==> src/rtl/calendar_date_counter.sv <==
// ---------------------------------------------------------------------------
// calendar_date_counter
// Date-keeping block of the electric clock. Holds year/month/day as BCD,
// advances one day per carry from the time-of-day counter and accepts
// manual set-increments from debounced keys. Full Gregorian calendar.
//
// Ports:
//   Clk        in   1   system clock, rising edge
//   Reset_n    in   1   synchronous active-low reset (loads RESET_*)
//   cnt_inc    in   3   manual increments: [0] day, [1] month, [2] year
//   full_flag  in   1   day carry from the time counter
//   Data       out  32  BCD date YYYYMMDD: [31:16] year, [15:8] month, [7:0] day
//
// Priority per cycle: reset > full_flag > cnt_inc[2] > cnt_inc[1] > cnt_inc[0].
// ---------------------------------------------------------------------------
module calendar_date_counter #(
    parameter logic [15:0] RESET_YEAR  = 16'h2025,
    parameter logic [7:0]  RESET_MONTH = 8'h01,
    parameter logic [7:0]  RESET_DAY   = 8'h01
) (
    input  logic        Clk,
    input  logic        Reset_n,
    input  logic [2:0]  cnt_inc,
    input  logic        full_flag,
    output logic [31:0] Data
);

    localparam int unsigned YEAR_W = 16;
    localparam int unsigned MD_W   = 8;

    logic [YEAR_W-1:0] r_year;
    logic [MD_W-1:0]   r_month;
    logic [MD_W-1:0]   r_day;

    logic [YEAR_W-1:0] w_year_nxt;
    logic [MD_W-1:0]   w_month_nxt;
    logic [MD_W-1:0]   w_day_nxt;

    logic [YEAR_W-1:0] w_year_inc;
    logic [MD_W-1:0]   w_month_inc;
    logic [MD_W-1:0]   w_day_inc;
    logic [MD_W-1:0]   w_dim_cur;
    logic [MD_W-1:0]   w_dim_new_year;
    logic [MD_W-1:0]   w_dim_new_month;

    // Two-digit BCD increment (callers never pass 99).
    function automatic logic [7:0] inc_bcd2(input logic [7:0] v);
        logic [7:0] r;
        if (v[3:0] == 4'd9) begin
            r = {4'(v[7:4] + 4'd1), 4'd0};
        end else begin
            r = {v[7:4], 4'(v[3:0] + 4'd1)};
        end
        return r;
    endfunction

    // Four-digit BCD increment with decimal ripple; 9999 wraps to 0000.
    function automatic logic [15:0] inc_bcd4(input logic [15:0] v);
        logic [15:0] r;
        logic        carry;
        r     = v;
        carry = 1'b1;
        for (int i = 0; i < 4; i++) begin
            if (carry) begin
                if (r[i*4 +: 4] == 4'd9) begin
                    r[i*4 +: 4] = 4'd0;
                end else begin
                    r[i*4 +: 4] = 4'(r[i*4 +: 4] + 4'd1);
                    carry       = 1'b0;
                end
            end
        end
        return r;
    endfunction

    // Two BCD digits divisible by 4: 10*t + u == 2*t[0] + u (mod 4).
    function automatic logic bcd2_mod4_zero(input logic [7:0] v);
        logic [1:0] s;
        s = 2'({v[4], 1'b0} + v[1:0]);
        return (s == 2'd0);
    endfunction

    // Gregorian leap rule evaluated directly on the BCD digits.
    function automatic logic is_leap(input logic [15:0] y);
        logic leap;
        if (y[7:0] != 8'h00) begin
            leap = bcd2_mod4_zero(y[7:0]);
        end else begin
            leap = bcd2_mod4_zero(y[15:8]);
        end
        return leap;
    endfunction

    // Month length in BCD.
    function automatic logic [7:0] days_in_month(input logic [7:0] m, input logic leap);
        logic [7:0] d;
        case (m)
            8'h02:                      d = leap ? 8'h29 : 8'h28;
            8'h04, 8'h06, 8'h09, 8'h11: d = 8'h30;
            default:                    d = 8'h31;
        endcase
        return d;
    endfunction

    // Candidate values shared by the different actions.
    assign w_year_inc      = inc_bcd4(r_year);
    assign w_month_inc     = (r_month == 8'h12) ? 8'h01 : inc_bcd2(r_month);
    assign w_day_inc       = inc_bcd2(r_day);
    assign w_dim_cur       = days_in_month(r_month, is_leap(r_year));
    assign w_dim_new_year  = days_in_month(r_month, is_leap(w_year_inc));
    assign w_dim_new_month = days_in_month(w_month_inc, is_leap(r_year));

    // Next-date selection; BCD compares as unsigned since digits stay 0..9.
    always_comb begin
        w_year_nxt  = r_year;
        w_month_nxt = r_month;
        w_day_nxt   = r_day;
        if (full_flag) begin
            if (r_day < w_dim_cur) begin
                w_day_nxt = w_day_inc;
            end else begin
                w_day_nxt   = 8'h01;
                w_month_nxt = w_month_inc;
                if (r_month == 8'h12) begin
                    w_year_nxt = w_year_inc;
                end
            end
        end else if (cnt_inc[2]) begin
            w_year_nxt = w_year_inc;
            if (r_day > w_dim_new_year) begin
                w_day_nxt = w_dim_new_year;
            end
        end else if (cnt_inc[1]) begin
            w_month_nxt = w_month_inc;
            if (r_day > w_dim_new_month) begin
                w_day_nxt = w_dim_new_month;
            end
        end else if (cnt_inc[0]) begin
            w_day_nxt = (r_day >= w_dim_cur) ? 8'h01 : w_day_inc;
        end
    end

    // Date registers.
    always_ff @(posedge Clk) begin
        if (!Reset_n) begin
            r_year  <= RESET_YEAR;
            r_month <= RESET_MONTH;
            r_day   <= RESET_DAY;
        end else begin
            r_year  <= w_year_nxt;
            r_month <= w_month_nxt;
            r_day   <= w_day_nxt;
        end
    end

    assign Data = {r_year, r_month, r_day};

endmodule

==> config.mk <==
export PLATFORM = sky130hd
export DESIGN_NAME = calendar_date_counter
export DESIGN_NICKNAME = d
export VERILOG_FILES = /design/src/rtl/calendar_date_counter.sv
export SDC_FILE = /design/constraint.sdc
export NUM_CORES = 1
export LEC_CHECK = 0
export ABC_AREA = 1
export BUFFER_PORTS_ARGS = -buffer_cell sky130_fd_sc_hd__clkbuf_2
export CORE_UTILIZATION = 58
export DETAILED_ROUTE_END_ITERATION = 8
export PLACE_DENSITY = 0.88
export SYNTH_ARGS = -nofsm -noshare
export SYNTH_HDL_FRONTEND = slang
export SYNTH_SLANG_ARGS = --single-unit
==> constraint.sdc <==
create_clock -name Clk -period 3 [get_ports Clk]
set_input_delay 0.3 -clock Clk [delete_from_list [all_inputs] [get_ports Clk]]
set_output_delay 0.3 -clock Clk [all_outputs]
set_load 0.02 [all_outputs]
==> results of run 1 <==
## stage by stage
| stage | area [µm²] | setup TNS (ns) | instances | worst slack [ns] | hold slack [ns] |
|---|---|---|---|---|---|
| 6_report | 2930 | 0 | 495 | 0.169 | 0.443 |
| 3_5_place_dp | 2800 | 0 | 486 | 0.104 | 0.472 |
| 4_1_cts | 2880 | 0 | 493 | 0.0557 | 0.431 |
| 2_1_floorplan | 2590 | 0 | 405 | 0.339 | 0.509 |
| 5_1_grt | 2930 | -0.146 | 495 | -0.0512 | 0.505 |
| 3_3_place_gp | 2800 | 0 | 486 | 0.315 | 0.459 |
## cells by family after synthesis
group | Yosys count
xor gates and xnor gates | 4
and+or+nand+nor | 208
buffers and inverters | 66
DFF | 32
adders and majority gates | 13
AOI/OAI and AO/OA | 82
## worst max-delay path by stage
stage                       startpoint               endpoint  cells after the start
3_3_place_gp   r_month[4]$_SDFFE_PN0P_  r_day[3]$_SDFFE_PN0P_                     20
6_report       r_month[5]$_SDFFE_PN0P_  r_day[1]$_SDFFE_PN0P_                     20
4_1_cts        r_month[4]$_SDFFE_PN0P_  r_day[3]$_SDFFE_PN0P_                     20
3_5_place_dp   r_month[4]$_SDFFE_PN0P_  r_day[3]$_SDFFE_PN0P_                     20
5_1_grt        r_month[5]$_SDFFE_PN0P_  r_day[4]$_SDFFE_PN0P_                     21
2_1_floorplan  r_month[4]$_SDFFE_PN0P_  r_day[3]$_SDFFE_PN0P_                     20
## routing by layer
metal / GRT usage, % / up-vias
met5: 0 / -
li1: - / 1409
met4: 7.91 / 0
met3: 5.26 / 15
met1: 37.2 / 1242
met2: 46.4 / 95
## sequential cells by signal, indices dropped and copies added, names as in the netlist
signal   cells
r_day        8
r_year      16
r_month      8
## cells in the final DEF, fill, tap and decap left out, types with 3 or more instances in the layout
master	instances
dfxtp_2	4
clkbuf_8	5
nor2_1	34
buf_4	5
nor2_4	4
clkbuf_2	37
o21ai_2	5
o21ai_1	6
inv_1	46
o211ai_1	3
o21ai_0	24
nand2_2	5
nand3_1	30
nand4_1	9
ha_1	13
nand2_1	109
a21oi_2	5
xor2_1	4
nor2_2	4
a21oi_1	25
nand2_4	4
dfxtp_1	27
inv_2	8
## repair_timing
item                       CTS  global route
setup endpoints to repair    0             8
hold endpoints to repair     0             0
buffers inserted             0             2
gates resized for setup      0            14
## worst max-delay path: cells and delay by family, from the launching register on
family | cells | cell delay, ns
adder cells (fa/ha/maj) | 2 | 0.43
AND/OR/NAND/NOR | 12 | 1.28
flip-flops | 1 | 0.36
buffers and inverters | 4 | 0.34
AO/OA/AOI/OAI | 2 | 0.34
## area by class of cell
type	count	area (µm²)	share of cell area, %
Tap cell	50	62.6	2.14
Timing Repair Buffer	42	223	7.61
Multi-Input combinational cell	307	1690	57.6
Clock buffer	5	68.8	2.35
Sequential cell	32	649	22.2
Clock inverter	2	12.5	0.428
Inverter	57	224	7.66
## power by group
part	switching [mW]	total [mW]	internal (mW)
Combinational	0.290	0.447	0.157
Sequential	0.0552	0.511	0.456
Clock	0.168	0.325	0.157
Total	0.514	1.28	0.770
==> metrics.yaml, run 1 <==
outcome:
  outcome: "completed"
synthesis:
  synth_cell_types: 44
  syn_inst: 405
  yosys_register_bits: 32
  synth_top_cell_by_area: "dfxtp_1"
  ys_top_cells_by_area: "dfxtp_1, nand2_1, inv_1"
  synth-simple-area-share_pct: 37.1
  synthesis.area_um2: 2590
  synth-xor-area-share_pct: 1.35
  synth_compound_area_share_pct: 19.6
  synth_edf_count: 0
  avgSynthCellArea_um2: 6.39
  yosysMostFrequentCell: "nand2_1"
  synth_ff_type: "dfxtp_1"
  synth_commonest_cells: "nand2_1, inv_1, nor2_1"
  synth_top_family_by_area: "simple AND/OR/NAND/NOR gates"
  synth.top_cell.area_share_pct: 24.8
  synth.yosys.seq_area_share_pct: 24.8
  synthArstFlopShare_pct: 0
  synth_adder_area_share_pct: 6.29
  muxShareOfSynthArea_pct: 0
  syn_nets: 424
  yosys_warnings: 0
grt:
  grt_pass1_vias: 2298
  grt.overflow.total: 0
  grtUsageTotal_pct: 28.1
  grt_max_degree: 30
  antenna_found_initial: 0
  grt_pass1_wl_mm: 10.0
power:
  power_density_nw_per_um2: 439
  totalPowerFinal_mw: 1.28
  p_leak_nw: 1.49
  peakVddDrop_mv: 0.248
clock_tree:
  cts_tree: "yes"
  clkTransAtPathRegs_ns: 0.07
  cts-root-buf: "clkbuf_8"
  cts_buffers: 5
  cts_sinks: 32
  cts_htree_levels: 2
  ctsHoldBuffers: 0
  clkLatencyLatePin_ns: 0.29
  cts_buffer_depth: 2
setup_path:
  max_stage_delay_ns: 0.36
  required_ns: 3.21
  criticalPathCategory: "reg -> reg"
  worst_setup_path_end_kind: "flip-flop"
  cp-start-kind: "flip-flop"
  rrSetupSlack_ns: 0.17
  cp_common_cell: "nand2_1"
  cp_max_fo: 7
  r2r_start: "r_month[5]$_SDFFE_PN0P_"
  worstPathArrival_ns: 3.04
  slowest_stage: "dfxtp_2"
  ff2ff_path_depth: 20
  crit_chain: "inv_2, ha_1, inv_1, nor2_2, nand2_2, nand3_1, nand2_1, nor2_2, nand2_1, nand3_1, inv_1, ha_1, nor2_1, nor2_1, o21ai_1, nand2_1, nand4_1, nand3_4, buf_4, a211oi_1"
  reg2reg_to: "r_day[1]$_SDFFE_PN0P_"
floorplan:
  fp.dieW_um: 68.8
  io_pins: 38
  dieArea_um2: 4730
  start_util_pct: 62.4
  num_rows: 23
  fp.coreArea_um2: 4140
  dieHeight_um: 68.8
placed_design:
  place_hpwl_mm: 4.74
  port_buffers: 37
  place.gp.congestion: 0.934
hold_path:
  min_path_cells: 4
  hold_class: "in -> reg"
  hp-start: "cnt_inc[2]"
  hold_end: "r_day[4]$_SDFFE_PN0P_"
drt:
  vias: 2761
  ant_nets: 0
  drcViolationCount: 0
  top_layer_used: "met4"
  wl_per_cell_um: 12.7
  drtIter0Drc: 214
  drt-total-wl_mm: 6.29
  route.met3.wl_um: 361
  met2_length_mm: 2.99
  firstDrtPassIters: 4
  wl_met1_mm: 2.82
  routed_via_density: 5.58
sta:
  tightestPinTransition_ns: 0.636
  setup_viol: 0
  fin_crit_sh_pct: 94.4
  drv_slew: 0
  timing.fmax_mhz: 353
  slew_headroom_pct: 57.6
  finClkSkew_ns: 0.00188
  layout_min_cycle_time_ns: 2.83
  finalHoldViolations: 0
finish:
  nNetsFinal: 464
  drive_gt1_share_pct: 22.2
  syn_to_final_growth_pct: 13.1
  fill_cells: 361
  fin_util_pct: 70.6
  n_antenna_cell: 0
flow_run:
  cap_violations: 0
Note: power is estimated with default switching activity, not from simulation.
==> inputs of run 2 (changes only) <==
RECOVER_POWER = 100   (was not set)
==> run 2 against run 1 <==
Against the previous run:
- fmax shrank 0.54%
- combinational power shrank 2%
- worst setup slack lost 0.015 ns
- total power shrank 0.58%
- global-route usage is the same
- count of clock-buffer cells in the layout is the same
- register-to-register slack lost 0.02 ns
- final cell count is the same
- die area is the same
- non-clock buffer count is the same
- sequential share of layout area grew 0.46 points
==> metrics.yaml, run 2 (synthesis gave the netlist of run 1 again) <==
power:
  power_switching_mw: 0.515  # +0.26%
  p_int_mw: 0.761  # -1.1%
  clkPwrFrac_pct: 25.7  # +0.4 points
  comb_power_share_pct: 34.3  # -0.5 points
  p_leak_nw: 1.38  # -7.0%
  totalPowerFinal_mw: 1.28  # -0.58%
  seq_power_share_pct: 40.0  # +0.2 points
  sw_frac_of_total_pct: 40.4  # +0.34 points
  power_density_nw_per_um2: 445  # +1.5%
  peakVddDrop_mv: 0.248  # about the same
sta:
  finClkSkew_ns: 0.00346  # +0.00158 ns
  tightestPinTransition_ns: 0.566  # -0.0707 ns
  setup_viol: 0  # unchanged
  drv_slew: 0  # unchanged
  slew_headroom_pct: 62.3  # +4.7 points
  finalHoldViolations: 0  # unchanged
  fin_crit_sh_pct: 94.9  # +0.51 points
  layout_min_cycle_time_ns: 2.85  # +0.0154 ns
  timing.fmax_mhz: 351  # -0.54%
clock_tree:
  cts_sinks: 32  # unchanged
  cts_tree: "yes"
  cts_htree_levels: 2  # unchanged
  ctsHoldBuffers: 0  # unchanged
  cts_buffers: 5  # unchanged
  clkLatencyLatePin_ns: 0.29  # about the same
  clkTransAtPathRegs_ns: 0.07  # about the same
  cts-root-buf: "clkbuf_8"
  cts_buffer_depth: 2  # unchanged
finish:
  fin_util_pct: 69.2  # -1.4 points
  drive_gt1_share_pct: 14.4  # -7.9 points
  largest_register: "r_year"
  largest_reg_flops: 16  # unchanged
  stdcell_area_um2: 2870  # -2.0%
  nNetsFinal: 464  # unchanged
  syn_to_final_growth_pct: 10.8
  final_common_cell: "nand2_1"
  n_antenna_cell: 0  # unchanged
  top_regs: "r_year: 16 flops, r_day: 8 flops, r_month: 8 flops"
  layout_common_cells: "nand2_1, inv_1, nor2_1"
setup_path:
  slowest_stage: "dfxtp_2"
  cp_max_fo: 7  # unchanged
  crit_chain: "inv_2, ha_1, inv_1, nor2_2, nand2_2, nand3_1, nand2_1, nor2_2, nand2_1, nand3_1, inv_1, ha_1, nor2_1, nor2_1, o21ai_1, nand2_1, nand4_1, nand3_4, clkbuf_4, a211oi_1"
  criticalPathCategory: "reg -> reg"
  cp-start-kind: "flip-flop"
  worstPathArrival_ns: 3.06  # +0.02 ns
  required_ns: 3.21  # about the same
  worst_setup_path_end_kind: "flip-flop"
  cp_common_cell: "nand2_1"
  max_stage_delay_ns: 0.36  # about the same
grt:
  grt.overflow.total: 0  # unchanged
  antenna_found_initial: 0  # unchanged
  grtUsageTotal_pct: 28.1  # unchanged
  grt_max_degree: 30  # unchanged
  grt_pass1_vias: 2298  # unchanged
  grt_pass1_wl_mm: 10.0  # unchanged
floorplan:
  num_rows: 23  # unchanged
  dieHeight_um: 68.8  # unchanged
  dieArea_um2: 4730  # unchanged
  io_pins: 38  # unchanged
  fp.dieW_um: 68.8  # unchanged
  start_util_pct: 62.4  # unchanged
  fp.coreArea_um2: 4140  # unchanged
placed_design:
  dpl_cell_area_um2: 2800  # unchanged
  place_hpwl_mm: 4.74  # unchanged
  port_buffers: 37  # unchanged
  place.gp.congestion: 0.934  # unchanged
drt:
  drt-total-wl_mm: 6.33  # +0.56%
  wl_per_cell_um: 12.8  # +0.56%
  drcViolationCount: 0  # unchanged
  routed_via_density: 5.55  # -0.51%
  vias: 2747  # -0.51%
  drtIter0Drc: 222  # +3.7%
  ant_nets: 0  # unchanged
  firstDrtPassIters: 5  # +1
flow_run:
  cap_violations: 0  # unchanged
outcome:
  outcome: "completed"
hold_path:
  hold_class: "in -> reg"
==> run 2: changes by cell type in the layout (fill, tap and decap cells not counted), sizes merged <==
cell	delta
buf	-3
clkbuf	+3
==> run 2: layer usage <==
metal	up-vias	part of all wire [%]	track usage [%]
met5	-	0	0
met4	0	1.7	7.91
met3	13	5.2	5.26
met2	93	47	46.4
met1	1234	46	37.2
li1	1407	-	-
==> run 2: final timing paths <==
kind         slack, ns  depth (start not counted)                    end               startpoint
max               0.15                         20  r_day[1]$_SDFFE_PN0P_  r_month[5]$_SDFFE_PN0P_
min               0.44                          4  r_day[4]$_SDFFE_PN0P_               cnt_inc[2]
max reg2reg       0.15                         20  r_day[1]$_SDFFE_PN0P_  r_month[5]$_SDFFE_PN0P_
min reg2reg       0.48                          2  r_day[6]$_SDFFE_PN0P_    r_day[6]$_SDFFE_PN0P_
==> run 2: power groups by stage <==
stage	Clock, mW	Combinational, mW	Sequential (mW)
final	0.328	0.437	0.510
after CTS	0.328	0.429	0.508
after global placement	0	0.415	0.516
after global routing	0.345	0.491	0.516
after floorplan	0	0.299	0.539
after detailed placement	0	0.426	0.518
==> run 2: final cells by class <==
type,instances,area (µm²)
timing repair buffer,42,183
multi-input combinational,307,1670
fill,386,1280
inverter,57,224
sequential,32,649
clock inverter,2,12.5
clock buffer,5,68.8
tap,50,62.6
==> run 2: what timing repair did <==
item | 4_1_cts | 5_1_grt
setup endpoints to repair | 0 | 8
resized for setup | 0 | 14
buffers inserted | 0 | 2
==> run 2: stage by stage <==
| step | TNS [ns] | instances | setup WS (ns) | hold WS (ns) |
|---|---|---|---|---|
| 3_3_place_gp | 0 | 486 | 0.315 | 0.459 |
| 4_1_cts | 0 | 493 | 0.0557 | 0.431 |
| 6_report | 0 | 495 | 0.154 | 0.439 |
| 5_1_grt | -0.141 | 495 | -0.0459 | 0.505 |
| 3_5_place_dp | 0 | 486 | 0.104 | 0.472 |
| 2_1_floorplan | 0 | 405 | 0.339 | 0.509 |
==> run 2: worst max-delay path: cells and delay by family (launching register included) <==
kind | cells | cell delay [ns]
adders and majority gates | 2 | 0.43
and+or+nand+nor | 12 | 1.29
buffers and inverters | 4 | 0.36
AOI/OAI and AO/OA | 2 | 0.34
DFF | 1 | 0.36
==> inputs of run 3 (changes only) <==
CORE_ASPECT_RATIO = 2   (was not set)
SLEW_MARGIN = 20   (was not set)
==> run 3 against run 2 <==
Against the previous run:
- utilization up 0.37 points
- count of clock-buffer cells in the layout up 2
- routed wire length up 18%
- hold slack got worse by 0.0061 ns
- sequential power about the same
- die area grew 0.35%
- critical path type unchanged
- via count up 5.2%
- highest routed layer unchanged
==> metrics.yaml, run 3 (synthesis gave the netlist of run 1 again) <==
drt:
  drtIter0Drc: 86  # -61%
  firstDrtPassIters: 4  # -1
  drcViolationCount: 0  # unchanged
  vias: 2891  # +5.2%
  routed_via_density: 5.71  # +3.0%
  drt-total-wl_mm: 7.48  # +18%
  ant_nets: 0  # unchanged
  wl_per_cell_um: 14.8  # +16%
clock_tree:
  cts_buffer_depth: 2  # unchanged
  cts_htree_levels: 2  # unchanged
  cts_sinks: 32  # unchanged
  cts_tree: "yes"
  ctsHoldBuffers: 0  # unchanged
  clkLatencyLatePin_ns: 0.29  # about the same
  cts_buffers: 5  # unchanged
  clkTransAtPathRegs_ns: 0.07  # about the same
  cts-root-buf: "clkbuf_8"
flow_run:
  cap_violations: 0  # unchanged
sta:
  timing.fmax_mhz: 356  # +1.4%
  fin_crit_sh_pct: 93.6  # -1.3 points
  layout_min_cycle_time_ns: 2.81  # -0.0385 ns
  finClkSkew_ns: 0.00562  # +0.00216 ns
  tns_ns: 0  # unchanged
  tightestPinTransition_ns: 0.546  # -0.0192 ns
  setup_viol: 0  # unchanged
  fin_ws_ns: 0.192  # +0.0385 ns
  finalHoldViolations: 0  # unchanged
  slew_headroom_pct: 63.6  # +1.3 points
  drv_slew: 0  # unchanged
hold_path:
  min_path_cells: 4  # unchanged
  hold_class: "in -> reg"
  hp-start: "cnt_inc[2]"
floorplan:
  dieArea_um2: 4750  # +0.35%
  dieHeight_um: 96.5  # +40%
  fp.coreArea_um2: 4300  # +3.7%
  io_pins: 38  # unchanged
  start_util_pct: 60.2  # -2.2 points
  num_rows: 34  # +48%
  fp.dieW_um: 49.2  # -28%
finish:
  layout_common_cells: "nand2_1, inv_1, clkbuf_1"
  multiInputGateArea_um2: 1730  # +3.8%
  final_common_cell: "nand2_1"
  drive_gt1_share_pct: 18.1  # +3.8 points
  syn_to_final_growth_pct: 15.5
  top_regs: "r_year: 16 flops, r_day: 8 flops, r_month: 8 flops"
  fill_cells: 386  # unchanged
  regArea_um2: 653  # +0.58%
  largest_register: "r_year"
  n_antenna_cell: 0  # unchanged
  largest_reg_flops: 16  # unchanged
  nNetsFinal: 470  # +1.3%
power:
  peakVddDrop_mv: 0.385  # +55%
  p_leak_nw: 1.41  # +2.4%
  power_density_nw_per_um2: 453  # +1.9%
setup_path:
  cp_max_fo: 11  # +4
  required_ns: 3.18  # -0.03 ns
  criticalPathCategory: "reg -> reg"
  ff2ff_path_depth: 18  # -10%
  r2r_start: "r_month[2]$_SDFFE_PN0P_"
  worstPathArrival_ns: 2.99  # -0.07 ns
  crit_start: "r_month[2]$_SDFFE_PN0P_"
  cp-start-kind: "flip-flop"
  worst_setup_path_end_kind: "flip-flop"
grt:
  grtUsageTotal_pct: 31.2  # +3.0 points
  antenna_found_initial: 0  # unchanged
  grt_pass1_vias: 2682  # +17%
  grt_max_degree: 30  # unchanged
  grt.overflow.total: 0  # unchanged
  grt_pass1_wl_mm: 11.2  # +12%
placed_design:
  post-place-ws_ns: 0.146  # +0.0414 ns
  place_hpwl_mm: 5.47  # +16%
  place.gp.congestion: 0.915  # -2.1%
  port_buffers: 37  # unchanged
outcome:
  outcome: "completed"
[run 3: changes by cell type in the layout (fill, tap and decap cells not counted), sizes merged]
cell	change
buf	+5
clkbuf	+2
clkinv	-1
clkinvlp	+1
[run 3: metrics by stage]
step | hold WS [ns] | instances | utilization [%] | power (mW) | cell area (µm²)
2_1_floorplan | 0.509 | 405 | - | 0.838 | 2590
3_3_place_gp | 0.456 | 493 | 65.7 | 0.945 | 2820
3_5_place_dp | 0.453 | 493 | 65.7 | 0.954 | 2820
4_1_cts | 0.432 | 501 | 67.9 | 1.31 | 2920
5_1_grt | 0.462 | 506 | 69.5 | 1.43 | 2990
6_report | 0.433 | 506 | 69.5 | 1.35 | 2990
[run 3: power breakdown]
part | switching [mW] | total (mW) | internal (mW) | leakage (nW)
sequential | 0.0548 | 0.511 | 0.456 | 0.264
combinational | 0.321 | 0.481 | 0.161 | 1.11
clock | 0.176 | 0.363 | 0.187 | 0.0445
total | 0.552 | 1.35 | 0.803 | 1.41
[run 3: final timing paths]
check	to	slack [ns]
max reg2reg	r_year[15]$_SDFFE_PN0P_	0.19
min	r_day[4]$_SDFFE_PN0P_	0.43
max	r_year[15]$_SDFFE_PN0P_	0.19
min reg2reg	r_day[7]$_SDFFE_PN0P_	0.46
[run 3: critical path, stage by stage (launching register included)]
cell and delay (ns):
dfxtp_1 0.44, inv_2 0.09, nand2_1 0.17, nor2_1 0.12, a22oi_2 0.26, inv_1 0.08, a21oi_1 0.13, ha_1 0.17
nand2_1 0.06, nand2_1 0.08, nand2_1 0.08, a21oi_4 0.22, nand2_4 0.11, nand2_4 0.18, nor2_8 0.05, nand2_2 0.18
nor3_2 0.05, o21ai_0 0.16, nor2_1 0.07
[run 3: layer usage]
metal | up-vias | global-route usage [%] | wire length (µm) | part of all wire, %
met3 | 37 | 3.91 | 271 | 3.6
li1 | 1419 | - | - | -
met4 | 0 | 26.5 | 421 | 5.6
met2 | 100 | 61.0 | 4210 | 56
met1 | 1335 | 27.2 | 2580 | 34
met5 | - | 0 | 0 | 0
[run 3: cell type report]
type	count	share of cell area (%)
sequential	32	21.9
inverter	57	7.33
multi-input combinational	307	57.9
clock inverter	1	0.251
timing repair inverter	1	0.251
clock buffer	7	2.89
tap	54	2.26
timing repair buffer	47	7.24
[run 3: what timing repair did]
action                                  CTS  global route
hold endpoints to repair                  0             0
endpoints found under the setup margin    0            11
gates resized for setup                   0            31
setup buffers                             0             4
